<file path="src/rtl/axi4_lite_reg_slave.sv">
`default_nettype none
// ============================================================================
// Module   : axi4_lite_reg_slave
// Brief    : AXI4-Lite slave endpoint backing NUM_REGS word-aligned R/W
//            registers. AW and W are captured in independent 1-deep slots
//            and committed together; writes complete silently (no B
//            channel). Reads are served by a small R-channel FSM.
//            Optional build macro AXIL_REG_SLV_RD_PIPE_EN adds a wait
//            state so RVALID rises two cycles after the AR handshake.
// Revision : 1.0 - initial release
// ============================================================================
module axi4_lite_reg_slave #(
    parameter int ADDR_WIDTH = 32,
    parameter int DATA_WIDTH = 32,
    parameter int NUM_REGS   = 16
) (
    input  logic                  ACLK,
    input  logic                  ARESETn,
    input  logic [ADDR_WIDTH-1:0] AWADDR,
    input  logic                  AWVALID,
    output logic                  AWREADY,
    input  logic [DATA_WIDTH-1:0] WDATA,
    input  logic                  WVALID,
    output logic                  WREADY,
    input  logic [ADDR_WIDTH-1:0] ARADDR,
    input  logic                  ARVALID,
    output logic                  ARREADY,
    output logic [DATA_WIDTH-1:0] RDATA,
    output logic                  RVALID,
    input  logic                  RREADY
);

    localparam int         c_IDX_W  = $clog2(NUM_REGS);
    localparam logic [1:0] c_R_IDLE = 2'd0;
`ifdef AXIL_REG_SLV_RD_PIPE_EN
    localparam logic [1:0] c_R_WAIT = 2'd1;
`endif
    localparam logic [1:0] c_R_DATA = 2'd2;

    logic                  r_rst_done;
    logic                  r_aw_full;
    logic [c_IDX_W-1:0]    r_aw_idx;
    logic                  r_aw_oor;
    logic                  r_w_full;
    logic [DATA_WIDTH-1:0] r_w_data;
    logic [DATA_WIDTH-1:0] r_regs [NUM_REGS];
    logic [1:0]            r_state;
    logic [1:0]            w_state_nxt;
    logic [DATA_WIDTH-1:0] r_rdata;
`ifdef AXIL_REG_SLV_RD_PIPE_EN
    logic [DATA_WIDTH-1:0] r_rd_pipe;
`endif

    logic                  w_aw_hs;
    logic                  w_w_hs;
    logic                  w_ar_hs;
    logic                  w_commit;
    logic                  w_arready;
    logic                  w_rd_load;
    logic [c_IDX_W-1:0]    w_rd_idx;
    logic                  w_rd_oor;
    logic [DATA_WIDTH-1:0] w_rd_word;
    logic                  w_unused_addr_bits;

    // Byte-lane bits of the addresses carry no meaning for word registers.
    assign w_unused_addr_bits = ^{AWADDR[1:0], ARADDR[1:0]};

    assign AWREADY  = r_rst_done & ~r_aw_full;
    assign WREADY   = r_rst_done & ~r_w_full;
    assign ARREADY  = w_arready;
    assign RVALID   = (r_state == c_R_DATA);
    assign RDATA    = r_rdata;

    assign w_aw_hs  = AWVALID & AWREADY;
    assign w_w_hs   = WVALID & WREADY;
    assign w_ar_hs  = ARVALID & w_arready;
    assign w_commit = r_aw_full & r_w_full;

    assign w_rd_idx  = ARADDR[c_IDX_W+1:2];
    assign w_rd_oor  = |ARADDR[ADDR_WIDTH-1:c_IDX_W+2];
    assign w_rd_word = w_rd_oor ? '0 : r_regs[w_rd_idx];

    // Hold READY low until the first clock edge after reset release.
    always_ff @(posedge ACLK or negedge ARESETn) begin
        if (!ARESETn) r_rst_done <= 1'b0;
        else          r_rst_done <= 1'b1;
    end

    // AW/W holding slots: load on handshake, both drain on the commit edge.
    always_ff @(posedge ACLK or negedge ARESETn) begin
        if (!ARESETn) begin
            r_aw_full <= 1'b0;
            r_aw_idx  <= '0;
            r_aw_oor  <= 1'b0;
            r_w_full  <= 1'b0;
            r_w_data  <= '0;
        end else begin
            if (w_commit) begin
                r_aw_full <= 1'b0;
                r_w_full  <= 1'b0;
            end
            if (w_aw_hs) begin
                r_aw_full <= 1'b1;
                r_aw_idx  <= AWADDR[c_IDX_W+1:2];
                r_aw_oor  <= |AWADDR[ADDR_WIDTH-1:c_IDX_W+2];
            end
            if (w_w_hs) begin
                r_w_full <= 1'b1;
                r_w_data <= WDATA;
            end
        end
    end

    // Register bank: commit a paired AW/W; out-of-range writes are dropped.
    always_ff @(posedge ACLK or negedge ARESETn) begin
        if (!ARESETn) begin
            for (int i = 0; i < NUM_REGS; i++) r_regs[i] <= '0;
        end else if (w_commit && !r_aw_oor) begin
            r_regs[r_aw_idx] <= r_w_data;
        end
    end

    // Read FSM state register.
    always_ff @(posedge ACLK or negedge ARESETn) begin
        if (!ARESETn) r_state <= c_R_IDLE;
        else          r_state <= w_state_nxt;
    end

    // Read FSM next-state and ARREADY / data-load decode.
    always_comb begin
        w_state_nxt = r_state;
        w_arready   = 1'b0;
        w_rd_load   = 1'b0;
        case (r_state)
            c_R_IDLE: begin
                w_arready = r_rst_done;
                if (ARVALID && r_rst_done) begin
`ifdef AXIL_REG_SLV_RD_PIPE_EN
                    w_state_nxt = c_R_WAIT;
`else
                    w_state_nxt = c_R_DATA;
                    w_rd_load   = 1'b1;
`endif
                end
            end
`ifdef AXIL_REG_SLV_RD_PIPE_EN
            c_R_WAIT: begin
                w_state_nxt = c_R_DATA;
                w_rd_load   = 1'b1;
            end
`endif
            c_R_DATA: begin
                if (RREADY) w_state_nxt = c_R_IDLE;
            end
            default: w_state_nxt = c_R_IDLE;
        endcase
    end

    // Read data: the word is sampled at the AR handshake edge (pre-commit
    // value on a same-edge collision) and RDATA holds until the next read.
    always_ff @(posedge ACLK or negedge ARESETn) begin
        if (!ARESETn) begin
            r_rdata   <= '0;
`ifdef AXIL_REG_SLV_RD_PIPE_EN
            r_rd_pipe <= '0;
`endif
        end else begin
`ifdef AXIL_REG_SLV_RD_PIPE_EN
            if (w_ar_hs)   r_rd_pipe <= w_rd_word;
            if (w_rd_load) r_rdata   <= r_rd_pipe;
`else
            if (w_rd_load) r_rdata   <= w_rd_word;
`endif
        end
    end

endmodule
`default_nettype wire
</file>
<file path="config.mk">
export PLATFORM = sky130hd
export DESIGN_NAME = axi4_lite_reg_slave
export DESIGN_NICKNAME = d
export VERILOG_FILES = /design/src/rtl/axi4_lite_reg_slave.sv
export SDC_FILE = /design/constraint.sdc
export NUM_CORES = 1
export LEC_CHECK = 0
export CAP_MARGIN = 10
export CORE_UTILIZATION = 24
export CTS_BUF_LIST = sky130_fd_sc_hd__clkbuf_4 sky130_fd_sc_hd__clkbuf_8
export DETAILED_ROUTE_END_ITERATION = 16
export GPL_TIMING_DRIVEN = 0
export HOLD_SLACK_MARGIN = 0.12
export PLACE_DENSITY = 0.42
export SYNTH_ARGS = -nofsm -noshare
export SYNTH_HDL_FRONTEND = slang
export SYNTH_SLANG_ARGS = --single-unit
</file>
<file path="constraint.sdc">
create_clock -name ACLK -period 5.4 [get_ports ACLK]
set_input_delay 1.08 -clock ACLK [delete_from_list [all_inputs] [get_ports ACLK]]
set_output_delay 1.08 -clock ACLK [all_outputs]
set_load 0.05 [all_outputs]
</file>
==> summary.txt <==
Outcome
  – Status: complete, but fails checks
  – Failing checks: design-rule violations

GRT
  – Vias in the first global route: between 15000 and 20000
  – Total GRT Usage: around 14%
  – Initial antenna violation count: 1
  – Congestion Overflow GR: 0
  – First-pass GRT wire length: between 100 and 150 mm
  – Largest net degree at the start of global routing: 121

CTS
  – CTS tree: done
  – Post-CTS Setup Bufs: 0
  – Clk root buf: clkbuf_8
  – CTS H-tree depth: 3
  – Number of buffers created by CTS: between 100 and 150
  – Hold_buf cts: 0
  – Cts repair resizes: 0
  – Clk buf depth: 3
  – Worst-Skew Late Latency: just over 0.7 ns
  – Clock transition at path regs: roughly 0.060 ns
  – # clock sinks: approximately 590

Synthesis
  – Most frequent cell after synthesis: dfrtp_1
  – Leading area contributor after synthesis: dfrtp_1
  – Mapped Area: roughly 26000 µm²
  – Syn_nets: roughly 1700
  – Post-synth EDFFs: 0
  – Synth top cells by count: 585 x dfrtp_1, 527 x mux2_2, 128 x mux4_2
  – Ys flop type: dfrtp_1
  – Netlist cell types: 32
  – Area share of the largest cell type after synthesis: 57.24%
  – Sequential-to-total area share from yosys stat: a little under three fifths
  – FFs w/ async S/R, synth: between 90% and 100%
  – #FFs+latches synth: slightly below 600
  – Warnings from Yosys: 0
  – Mean post-synth cell area: approximately 16 µm²
  – Gate Count Post-Synth: about 1600
  – Top post-synthesis cells by area: dfrtp_1 57%, mux2_2 23%, mux4_2 11%

Final layout
  – Layout cells sized above 1: between 40% and 50%
  – Footprint of the multi-input gates: just over 10000 µm²
  – Final #Nets: about 1900
  – Storage cell area: 14640 µm²
  – Fillcell total: approximately 11000
  – Final Util: just under 30%
  – Synthesis-to-layout area growth: 21.34%

Power
  – Internal power: about 9000 µW
  – Switching power total: between 3000 and 4000 µW
  – Static leakage: roughly 0.014 µW
  – Logic pwr share: between 10% and 20%
  – Clock share of power: between 30% and 40%
  – P per Cell Area: roughly 410 nW/µm²
  – Sw Share: ~29%
  – Reg power frac: about 47%
  – Peak supply drop: ~0.24 mV

Worst hold path
  – Hold Crit Class: in -> async

Routing
  – Met2 routed WL: around 36 mm
  – Via density: about 4.5
  – First-pass detailed-route iteration total: 10
  – DR WL met3: 2.968 mm
  – Post-DRT Antenna Nets: 0
  – Final wirelength: roughly 74 mm
  – DRC viols: 8
  – 1st-iter DRT viols: 624
  – Routed vias: between 10000 and 15000
  – Top Layer Used: met4
  – Metal-1 WL: 33.29 mm
  – WL per Instance: about 22 µm

STA
  – Slew Viols, Final: 0
  – Sum of negative setup slack: 0 ns
  – Fin crit share: about three fifths
  – Max Fclk: ~310 MHz
  – Final setup fails: 0
  – Worst-Margin Slew: 1.205 ns
  – Period minus WS final: around 3.2 ns
  – RSZ-0062 raised after global routing: false
  – WHS: approximately 0.28 ns
  – Clock skew: 0.02831 ns
  – Relative slew margins: between 10% and 20%
  – Final Hold Vio Count: 0

Flow run
  – Max_cap viols: 0

Placement
  – Dpl hpwl: 49.11 mm
  – Port buffer count: 130
  – Final GP Congestion: 0.7446

Worst setup path
  – CP Capture Type: output port
  – CP max FO: 5
  – Startpoint class of the critical path: flip-flop
  – Crit path kind: reg -> out
  – Worst Path Arrival: between 2 and 2.5 ns
  – Worst path required time: approximately 4.3 ns

Floorplan
  – FP Rows: approximately 120
  – Core area: 105400 µm²
  – Die Span X: around 330 µm
  – Die height: between 300 and 400 µm
  – Io pins: ~140
  – Initial core utilization: around a quarter
  – Die area: approximately 110000 µm²
-- worst paths after layout --
| path | startpoint | to | slack [ns] | cells after the start |
|---|---|---|---|---|
| worst max-delay path | r_aw_full$_DFFE_PN0P_ | AWREADY | 2.19 | 2 |
| max in group asynchronous | ARESETn | r_regs[216]$_DFFE_PN0P_ | 2.75 | 5 |
| min in group ACLK | r_regs[282]$_DFFE_PN0P_ | r_regs[282]$_DFFE_PN0P_ | 0.48 | 1 |
| worst min-delay path | ARESETn | r_w_data[7]$_DFFE_PN0P_ | 0.28 | 1 |
| worst max register to register | r_aw_oor$_DFFE_PN0P_ | r_regs[241]$_DFFE_PN0P_ | 2.61 | 4 |
| worst min register to register | r_regs[282]$_DFFE_PN0P_ | r_regs[282]$_DFFE_PN0P_ | 0.48 | 1 |
-- through the flow --
step,setup slack (ns),std cells,total power (µW),instance area (µm²)
after floorplan,2.716,1591,7407,25570
after global placement,-23.21,3112,8260,28620
after detailed placement,1.581,3117,8363,28760
after CTS,2.097,3308,12890,31020
after global routing,2.047,3309,13400,31030
final,2.186,3311,12650,31030
-- cells in the final DEF (no fill, tap or decap), types with 3 or more instances in the layout --
cell type,n
mux2_1,21
o21ai_0,4
clkbuf_8,129
nor2_1,5
a22oi_1,62
clkinv_2,9
clkbuf_4,45
dfrtp_1,585
inv_1,3
buf_4,9
nand2_1,45
nor2b_1,8
clkdlybuf4s50_1,129
nor2_2,6
buf_16,5
mux2_2,527
diode_2,3
clkbuf_1,61
a22o_1,31
buf_1,22
buf_2,42
nor4_1,12
mux4_2,128
-- worst max-delay path: stages (launching register included) --
cell             delay, ns
dfrtp_1               0.42
nor2b_1               0.17
clkdlybuf4s50_1       0.84
-- per-layer routing --
layer / vias up / track usage (%)
li1: 6485 / -
met1: 8061 / 19.01
met2: 267 / 22.62
met3: 137 / 2.497
met4: 0 / 4.813
met5: - / 0
-- state kept, by name, indices dropped and copies added (netlist names) --
| signal | cells |
|---|---|
| r_regs | 512 |
| RDATA | 32 |
| r_w_data | 32 |
| r_aw_idx | 4 |
| r_aw_full | 1 |
| r_aw_oor | 1 |
| r_rst_done | 1 |
| r_state | 1 |
| r_w_full | 1 |
-- cell families (layout without fill, tap and decap cells) --
group	after synthesis	in the layout	synth area share, %
muxes	677	677	35.44
buffers and inverters	137	463	2.343
other	1	4	0.01466
and+or+nand+nor	92	92	1.928
AOI/OAI and AO/OA	99	99	3.033
DFF	585	585	57.24
-- power groups by stage --
stage                     logic [µW]  clock network (µW)  registers, µW
after floorplan                 1680                   0           5730
after global placement          2290                   0           5970
after detailed placement        2370                   0           5990
after CTS                       2380                4600           5920
after global routing            2550                4800           6060
final                           2320                4420           5910
-- area by class of cell --
class                           count  area share, %
Buffer                            134          1.899
Tap cell                         1391          5.608
Multi-Input combinational cell    869          33.31
Antenna cell                        3        0.02419
Clock buffer                      174          6.810
Sequential cell                   585          47.17
Timing Repair Buffer              135          4.653
Clock inverter                     17         0.4879
Inverter                            3        0.03629
Note: power is estimated with default switching activity, not from simulation.
